`config.mk`:
```
export PLATFORM = sky130hd
export DESIGN_NAME = delta_distance_calc
export DESIGN_NICKNAME = d
export VERILOG_FILES = /design/src/rtl/replica_pkg.sv /design/src/rtl/delta_distance_calc_term_table.sv /design/src/rtl/delta_distance_calc.sv
export SDC_FILE = /design/constraint.sdc
export NUM_CORES = 1
export LEC_CHECK = 0
export CORE_MARGIN = 5
export CORE_UTILIZATION = 40
export CTS_CLUSTER_DIAMETER = 80
export DETAILED_ROUTE_END_ITERATION = 8
export PLACE_DENSITY = 0.65
export REMOVE_ABC_BUFFERS = 1
export SYNTH_ARGS = -nofsm -noshare
export SYNTH_HDL_FRONTEND = slang
export SYNTH_SLANG_ARGS = --single-unit
```
`constraint.sdc`:
```
create_clock -name clk -period 4.1 [get_ports clk]
set_clock_uncertainty 0.2 [all_clocks]
set_input_delay 0.41 -clock clk [delete_from_list [all_inputs] [get_ports clk]]
set_output_delay 0.41 -clock clk [all_outputs]
set_load 0.03 [all_outputs]
```
`src/rtl/replica_pkg.sv`:
```
// Shared types and constants for the replica datapath.
//   command_t     : move command carried with every candidate move
//   opt_t         : {command, K, L} candidate move descriptor
//   city_t        : route position / city index
//   delata_data_t : signed route-length change (new minus old)
//   pos_sel_t     : selects one of the fetched cities around K and L
package replica_pkg;

  localparam int unsigned NCITY_DEF = 30;
  localparam int unsigned CITY_W    = $clog2(NCITY_DEF);
  localparam int unsigned DIST_W    = 24;
  localparam int unsigned DIST_FRAC = 17;
  localparam int unsigned DELTA_W   = DIST_W + 3;

  typedef logic [CITY_W-1:0]         city_t;
  typedef logic signed [DELTA_W-1:0] delata_data_t;
  typedef logic [2:0]                step_t;

  typedef enum logic [2:0] {
    THR  = 3'd0,
    TWO  = 3'd1,
    OR0  = 3'd2,
    OR1  = 3'd3,
    PREV = 3'd4,
    FOLW = 3'd5
  } command_t;

  typedef struct packed {
    command_t command;
    city_t    K;
    city_t    L;
  } opt_t;

  typedef enum logic [2:0] {
    SEL_KM1 = 3'd0,
    SEL_K   = 3'd1,
    SEL_KP1 = 3'd2,
    SEL_L   = 3'd3,
    SEL_LP1 = 3'd4
  } pos_sel_t;

  // Route reads and edge terms per move type.
  localparam step_t NFETCH_TWO = 3'd4;
  localparam step_t NFETCH_OR  = 3'd5;
  localparam step_t NTERM_TWO  = 3'd4;
  localparam step_t NTERM_OR   = 3'd6;

endpackage

```
`src/rtl/delta_distance_calc_term_table.sv`:
```
// Combinational step table for the delta-distance sequencer.
//   i_two     : 1 = 2-opt move, 0 = or-opt move
//   i_step    : step index (fetch step or edge-term index)
//   o_pos_sel : route position to read at this fetch step
//   o_ea_sel  : first endpoint of the edge at this term step
//   o_eb_sel  : second endpoint of the edge at this term step
//   o_sub     : 1 = edge is removed (subtract), 0 = edge is added
module delta_term_table
  import replica_pkg::*;
(
  input  logic     i_two,
  input  step_t    i_step,
  output pos_sel_t o_pos_sel,
  output pos_sel_t o_ea_sel,
  output pos_sel_t o_eb_sel,
  output logic     o_sub
);

  always_comb begin
    o_pos_sel = SEL_K;
    o_ea_sel  = SEL_K;
    o_eb_sel  = SEL_K;
    o_sub     = 1'b0;
    if (i_two) begin
      // Reverse K+1..L: add (K,L),(K+1,L+1); remove (K,K+1),(L,L+1).
      case (i_step)
        3'd0: begin o_pos_sel = SEL_K;   o_ea_sel = SEL_K;   o_eb_sel = SEL_L;                end
        3'd1: begin o_pos_sel = SEL_KP1; o_ea_sel = SEL_KP1; o_eb_sel = SEL_LP1;              end
        3'd2: begin o_pos_sel = SEL_L;   o_ea_sel = SEL_K;   o_eb_sel = SEL_KP1; o_sub = 1'b1; end
        3'd3: begin o_pos_sel = SEL_LP1; o_ea_sel = SEL_L;   o_eb_sel = SEL_LP1; o_sub = 1'b1; end
        default: ;
      endcase
    end else begin
      // Move city K after L: add (K-1,K+1),(L,K),(K,L+1); remove (K-1,K),(K,K+1),(L,L+1).
      case (i_step)
        3'd0: begin o_pos_sel = SEL_KM1; o_ea_sel = SEL_KM1; o_eb_sel = SEL_KP1;              end
        3'd1: begin o_pos_sel = SEL_K;   o_ea_sel = SEL_L;   o_eb_sel = SEL_K;                end
        3'd2: begin o_pos_sel = SEL_KP1; o_ea_sel = SEL_K;   o_eb_sel = SEL_LP1;              end
        3'd3: begin o_pos_sel = SEL_L;   o_ea_sel = SEL_KM1; o_eb_sel = SEL_K;   o_sub = 1'b1; end
        3'd4: begin o_pos_sel = SEL_LP1; o_ea_sel = SEL_K;   o_eb_sel = SEL_KP1; o_sub = 1'b1; end
        3'd5: begin                      o_ea_sel = SEL_L;   o_eb_sel = SEL_LP1; o_sub = 1'b1; end
        default: ;
      endcase
    end
  end

endmodule

```
`src/rtl/delta_distance_calc.sv`:
```
// Computes the signed route-length change of a candidate 2-opt / or-opt move.
//   clk, reset     : clock, synchronous active-low reset
//   in_valid/ready : move request handshake, in_opt = {command, K, L}
//   ordinal_addr   : route position to read; ordinal_data returns 1 cycle later
//   distance_a/b   : edge endpoints; distance_data returns 1 cycle later
//   out_valid      : one-cycle result pulse
//   out_opt        : accepted move, held until next result
//   delta_distance : new-minus-old length, held until next result
module delta_distance_calc
  import replica_pkg::*;
#(
  parameter int unsigned NCITY = NCITY_DEF
) (
  input  logic              clk,
  input  logic              reset,
  input  logic              in_valid,
  output logic              in_ready,
  input  opt_t              in_opt,
  output logic [CITY_W-1:0] ordinal_addr,
  input  logic [CITY_W-1:0] ordinal_data,
  output logic [CITY_W-1:0] distance_a,
  output logic [CITY_W-1:0] distance_b,
  input  logic [DIST_W-1:0] distance_data,
  output logic              out_valid,
  output opt_t              out_opt,
  output delata_data_t      delta_distance
);

  typedef enum logic [1:0] {IDLE, FETCH, DIST, DONE} state_t;

  state_t       r_state;
  opt_t         r_opt;
  step_t        r_step;
  logic         r_rd_vld, r_cap_vld;
  pos_sel_t     r_rd_sel, r_cap_sel;
  logic         r_iss_vld, r_iss_sub, r_acc_vld, r_acc_sub;
  delata_data_t r_acc;
  city_t        r_city [5];

  logic         w_two, w_sub, w_null;
  city_t        w_k, w_l, w_pos_city;
  step_t        w_step, w_nf, w_nt;
  pos_sel_t     w_pos_sel, w_ea_sel, w_eb_sel;
  delata_data_t w_term, w_acc_next;

  function automatic city_t pos_dec(input city_t p);
    return (p == '0) ? city_t'(NCITY - 1) : p - city_t'(1);
  endfunction

  function automatic city_t pos_inc(input city_t p);
    return (p == city_t'(NCITY - 1)) ? '0 : p + city_t'(1);
  endfunction

  // The first read is issued on the accept edge, before in_opt is latched.
  always_comb begin
    w_two = (r_state == IDLE) ? (in_opt.command == TWO) : (r_opt.command == TWO);
    w_k   = (r_state == IDLE) ? in_opt.K : r_opt.K;
    w_l   = (r_state == IDLE) ? in_opt.L : r_opt.L;
    w_nf  = w_two ? NFETCH_TWO : NFETCH_OR;
    w_nt  = w_two ? NTERM_TWO  : NTERM_OR;
    // The last FETCH cycle issues edge term 0 while the final read lands.
    if (r_state == IDLE || (r_state == FETCH && r_step == w_nf + 3'd1))
      w_step = '0;
    else
      w_step = r_step;
  end

  delta_term_table u_term_table (
    .i_two     (w_two),
    .i_step    (w_step),
    .o_pos_sel (w_pos_sel),
    .o_ea_sel  (w_ea_sel),
    .o_eb_sel  (w_eb_sel),
    .o_sub     (w_sub)
  );

  always_comb begin
    w_pos_city = w_k;
    case (w_pos_sel)
      SEL_KM1: w_pos_city = pos_dec(w_k);
      SEL_K:   w_pos_city = w_k;
      SEL_KP1: w_pos_city = pos_inc(w_k);
      SEL_L:   w_pos_city = w_l;
      SEL_LP1: w_pos_city = pos_inc(w_l);
      default: w_pos_city = w_k;
    endcase
  end

  always_comb begin
    w_null     = (r_opt.command != TWO) &&
                 ((r_opt.L == r_opt.K) || (r_opt.L == pos_dec(r_opt.K)));
    w_term     = delata_data_t'({3'b000, distance_data});
    w_acc_next = r_acc;
    if (r_acc_vld)
      w_acc_next = r_acc_sub ? (r_acc - w_term) : (r_acc + w_term);
  end

  // Edge term 0 never needs the city captured on the same edge (always L+1),
  // so the city registers need no bypass from ordinal_data.
  always_ff @(posedge clk) begin
    if (!reset) begin
      r_state        <= IDLE;
      in_ready       <= 1'b1;
      out_valid      <= 1'b0;
      delta_distance <= '0;
      out_opt        <= '{command: THR, K: '0, L: '0};
      r_opt          <= '{command: THR, K: '0, L: '0};
      r_acc          <= '0;
      r_step         <= '0;
      r_rd_vld       <= 1'b0;
      r_cap_vld      <= 1'b0;
      r_rd_sel       <= SEL_K;
      r_cap_sel      <= SEL_K;
      r_iss_vld      <= 1'b0;
      r_iss_sub      <= 1'b0;
      r_acc_vld      <= 1'b0;
      r_acc_sub      <= 1'b0;
      ordinal_addr   <= '0;
      distance_a     <= '0;
      distance_b     <= '0;
      for (int unsigned i = 0; i < 5; i++) r_city[i] <= '0;
    end else begin
      out_valid <= 1'b0;
      r_cap_vld <= r_rd_vld;
      r_cap_sel <= r_rd_sel;
      if (r_cap_vld) r_city[r_cap_sel] <= ordinal_data;
      r_acc_vld <= r_iss_vld;
      r_acc_sub <= r_iss_sub;
      r_acc     <= w_acc_next;
      r_rd_vld  <= 1'b0;
      r_iss_vld <= 1'b0;

      case (r_state)
        IDLE: begin
          if (in_valid && in_ready) begin
            r_opt        <= in_opt;
            r_state      <= FETCH;
            in_ready     <= 1'b0;
            r_step       <= 3'd1;
            r_acc        <= '0;
            ordinal_addr <= w_pos_city;
            r_rd_sel     <= w_pos_sel;
            r_rd_vld     <= 1'b1;
          end
        end
        FETCH: begin
          r_step <= r_step + 3'd1;
          if (r_step < w_nf) begin
            ordinal_addr <= w_pos_city;
            r_rd_sel     <= w_pos_sel;
            r_rd_vld     <= 1'b1;
          end else if (r_step == w_nf + 3'd1) begin
            r_state    <= DIST;
            r_step     <= 3'd1;
            distance_a <= r_city[w_ea_sel];
            distance_b <= r_city[w_eb_sel];
            r_iss_vld  <= 1'b1;
            r_iss_sub  <= w_sub;
          end
        end
        DIST: begin
          r_step <= r_step + 3'd1;
          if (r_step < w_nt) begin
            distance_a <= r_city[w_ea_sel];
            distance_b <= r_city[w_eb_sel];
            r_iss_vld  <= 1'b1;
            r_iss_sub  <= w_sub;
          end else if (r_step == w_nt + 3'd1) begin
            r_state        <= DONE;
            out_valid      <= 1'b1;
            out_opt        <= r_opt;
            delta_distance <= w_null ? '0 : w_acc_next;
          end
        end
        DONE: begin
          r_state  <= IDLE;
          in_ready <= 1'b1;
        end
        default: r_state <= IDLE;
      endcase
    end
  end

endmodule
```
==> out/results.tsv <==
metric	value	unit
wirelength	21500	um
rr_startpoint	r_state[0]$_SDFFE_PN0P_	
maxSlewHeadroom	47.4	%
crit_path_end_kind	register	
ys_warn_count	0	
synthArstFlopShare	0	%
max_stage_delay	0.52	ns
r2r_cells	14	
grt_pass1_vias	7133	
fin_crit_sh	94.5	%
routedWlPerCell	15.1	um
cp.arrival	3.97	ns
vias	7480	
yosys-top-cells-area	dfxtp_1, edfxtp_1, nand2_1	
ant_nets	0	
holdWs	0.238	ns
nets	1226	
nFillCells	2012	
grt_pass1_wl	35400	um
power_per_cell_area	476	mW/mm^2
cts_tree	built	
multiInputGateArea	0.00510	mm^2
seq_area_frac_synth	37.1	%
cp.depth	14	
power	0.00514	W
worst_slack	0.227	ns
crit_fanout	10	
hp-start	r_iss_vld$_SDFF_PN0_	
yosys.area.top_type	dfxtp_1	
syn_inst	1008	
crit_chain	inv_1 -> ha_1 -> or3b_1 -> a21o_1 -> ha_1 -> and4b_1 -> or2_2 -> nor2_1 -> o21ai_0 -> a21oi_1 -> buf_6 -> mux4_2 -> inv_1 -> o221ai_1	
coreArea	0.0211	mm^2
fmax	0.258	GHz
crit_type	register to register	
dpl_worst_slack	-0.0994	ns
grt_use_total	17.7	%
r2r-end	distance_b[4]$_SDFFE_PN0P_	
antenna_found_initial	0	
drive_gt1_share	9.98	%
tightest_slew	0.781	ns
synth_area	0.00859	mm^2
die_width	157	um
htree_num_levels	4	
maxSlewViolCount	0	
irDropWorstVdd	0.343	mV
synth_flop_cell	dfxtp_1	
setup_viol	0	
first_pass_iters	5	
rsz0062_at_grt	false	
cts_sinks	144	
leakage	4.24	nW
hold_viol_final	0	
path_buf_inv	3	
initial_core_util	40.7	%
areaGrowthSynthToFinish	25.8	%
regArea	0.00318	mm^2
place_congestion	0.877	
cts_root_buf	clkbuf_16	
routed_via_density	5.24	
drc	0	
drv_cap	0	
hold_class	register to register	
clk_pin_slew	0.07	ns
io_pins	102	
cp_slowest_cell	mux4_2	
dp_hpwl	16100	um
ys_types	77	
yosys-top-cells-count	nand2_1, dfxtp_1, nor2_1, o21ai_0, a21oi_1	
worstSetupStartpointType	register	
cpLargestDelayFamily	simple AND/OR/NAND/NOR gates	
period_needed	3.87	ns
hold_depth	1	
min_to	r_acc_vld$_SDFF_PN0_	
first_iter_violations	385	
num_antenna_cells	0	
grt_start_max_net_pins	41	
cp.required	4.19	ns
cts_buffer_depth	2	
outcome	complete, no violations	
postCtsSetupBuffers	0	
ff2ff_setup_slack	0.23	ns
synthMostInstantiatedCell	nand2_1	
synth.avg_cell_area	8.52	um^2
cts_inserted_buffers	17	
die_h	157	um
synth_seq_cells	144	
synth_edf_count	30	
clk_latency	0.43	ns
placed_area	0.0102	mm^2
dieArea	0.0245	mm^2
portBuffers	101	
finalInstanceArea	0.0108	mm^2
gr-total-overflow	0	
synth_top_area_share	26.6	%
rows	53	
==> cells in the final DEF, fill, tap and decap left out, drive strengths merged, types with 37 or more instances in the layout <==
cell type and count:
ha 41, nand2 149, a21oi 52, o21ai 76
clkdlybuf4s50 100, nor2 94, buf 59, inv 37
and2 46, dfxtp 114
==> through the flow <==
| stage | instances | util (%) | setup TNS (ns) |
|---|---|---|---|
| global route | 1427 | 51.2 | 0 |
| floorplan | 961 | - | -3.33 |
| detailed placement | 1395 | 48.3 | -0.337 |
| finish | 1427 | 51.2 | 0 |
| CTS | 1427 | 51.2 | 0 |
| global placement | 1395 | 48.3 | -0.0227 |
==> where the power goes <==
| group | switching [W] | internal (W) | leakage [nW] | total (W) |
|---|---|---|---|---|
| Sequential | 0.000110 | 0.00157 | 1.23 | 0.00168 |
| Combinational | 0.00106 | 0.000779 | 2.71 | 0.00184 |
| Clock | 0.000692 | 0.000928 | 0.302 | 0.00162 |
| Total | 0.00186 | 0.00328 | 4.24 | 0.00514 |
==> layer usage <==
layer | global-route usage (%) | routed length (um) | up-vias
li1 | - | - | 3843
met1 | 23.7 | 10200 | 3461
met2 | 29.5 | 10200 | 151
met3 | 3.07 | 848 | 25
met4 | 4.83 | 307 | 0
met5 | 0 | 0 | -
==> logic make-up after synthesis <==
kind of cell | synth area share (%)
simple gates | 22.2
compound gates | 18.3
flops | 37.1
buf+inv | 3.56
xor+xnor | 5.10
mux | 7.61
fa+ha+maj | 6.21
==> worst max path at each step <==
| stage | from | end |
|---|---|---|
| floorplan | r_state[0]$_SDFFE_PN0P_ | distance_b[0]$_SDFFE_PN0P_ |
| global placement | distance_data[0] | r_acc[23]$_SDFF_PN0_ |
| detailed placement | distance_data[1] | r_acc[23]$_SDFF_PN0_ |
| CTS | r_state[0]$_SDFFE_PN0P_ | distance_b[4]$_SDFFE_PN0P_ |
| global route | distance_data[3] | delta_distance[26]$_SDFFE_PN0P_ |
| finish | r_state[0]$_SDFFE_PN0P_ | distance_b[4]$_SDFFE_PN0P_ |
==> sequential cells by signal, summed over array words and instances, names as in the netlist <==
signal / flops
r_rd_sel: 3
r_acc_vld: 1
r_opt: 13
r_iss_sub: 1
r_acc_sub: 1
r_acc: 27
distance_b: 5
r_cap_sel: 3
distance_a: 5
in_ready: 1
delta_distance: 27
r_rd_vld: 1
r_cap_vld: 1
out_opt: 13
ordinal_addr: 5
r_state: 2
r_step: 3
r_iss_vld: 1
out_valid: 1
r_city: 30
==> area by class of cell <==
type / instances / area share, %
clock buffers: 17 / 3.94
clock inverters: 15 / 1.75
flip-flops and latches: 144 / 29.5
repair buffers: 159 / 13.4
inverters: 29 / 1.01
well taps: 275 / 3.19
multi-input cells: 788 / 47.3
==> repair_timing <==
action	CTS	global route
endpoints found under the setup margin	0	3
gates resized for setup	0	2
hold buffers	0	0
endpoints found under the hold margin	0	0
Note: power is estimated with default switching activity, not from simulation.
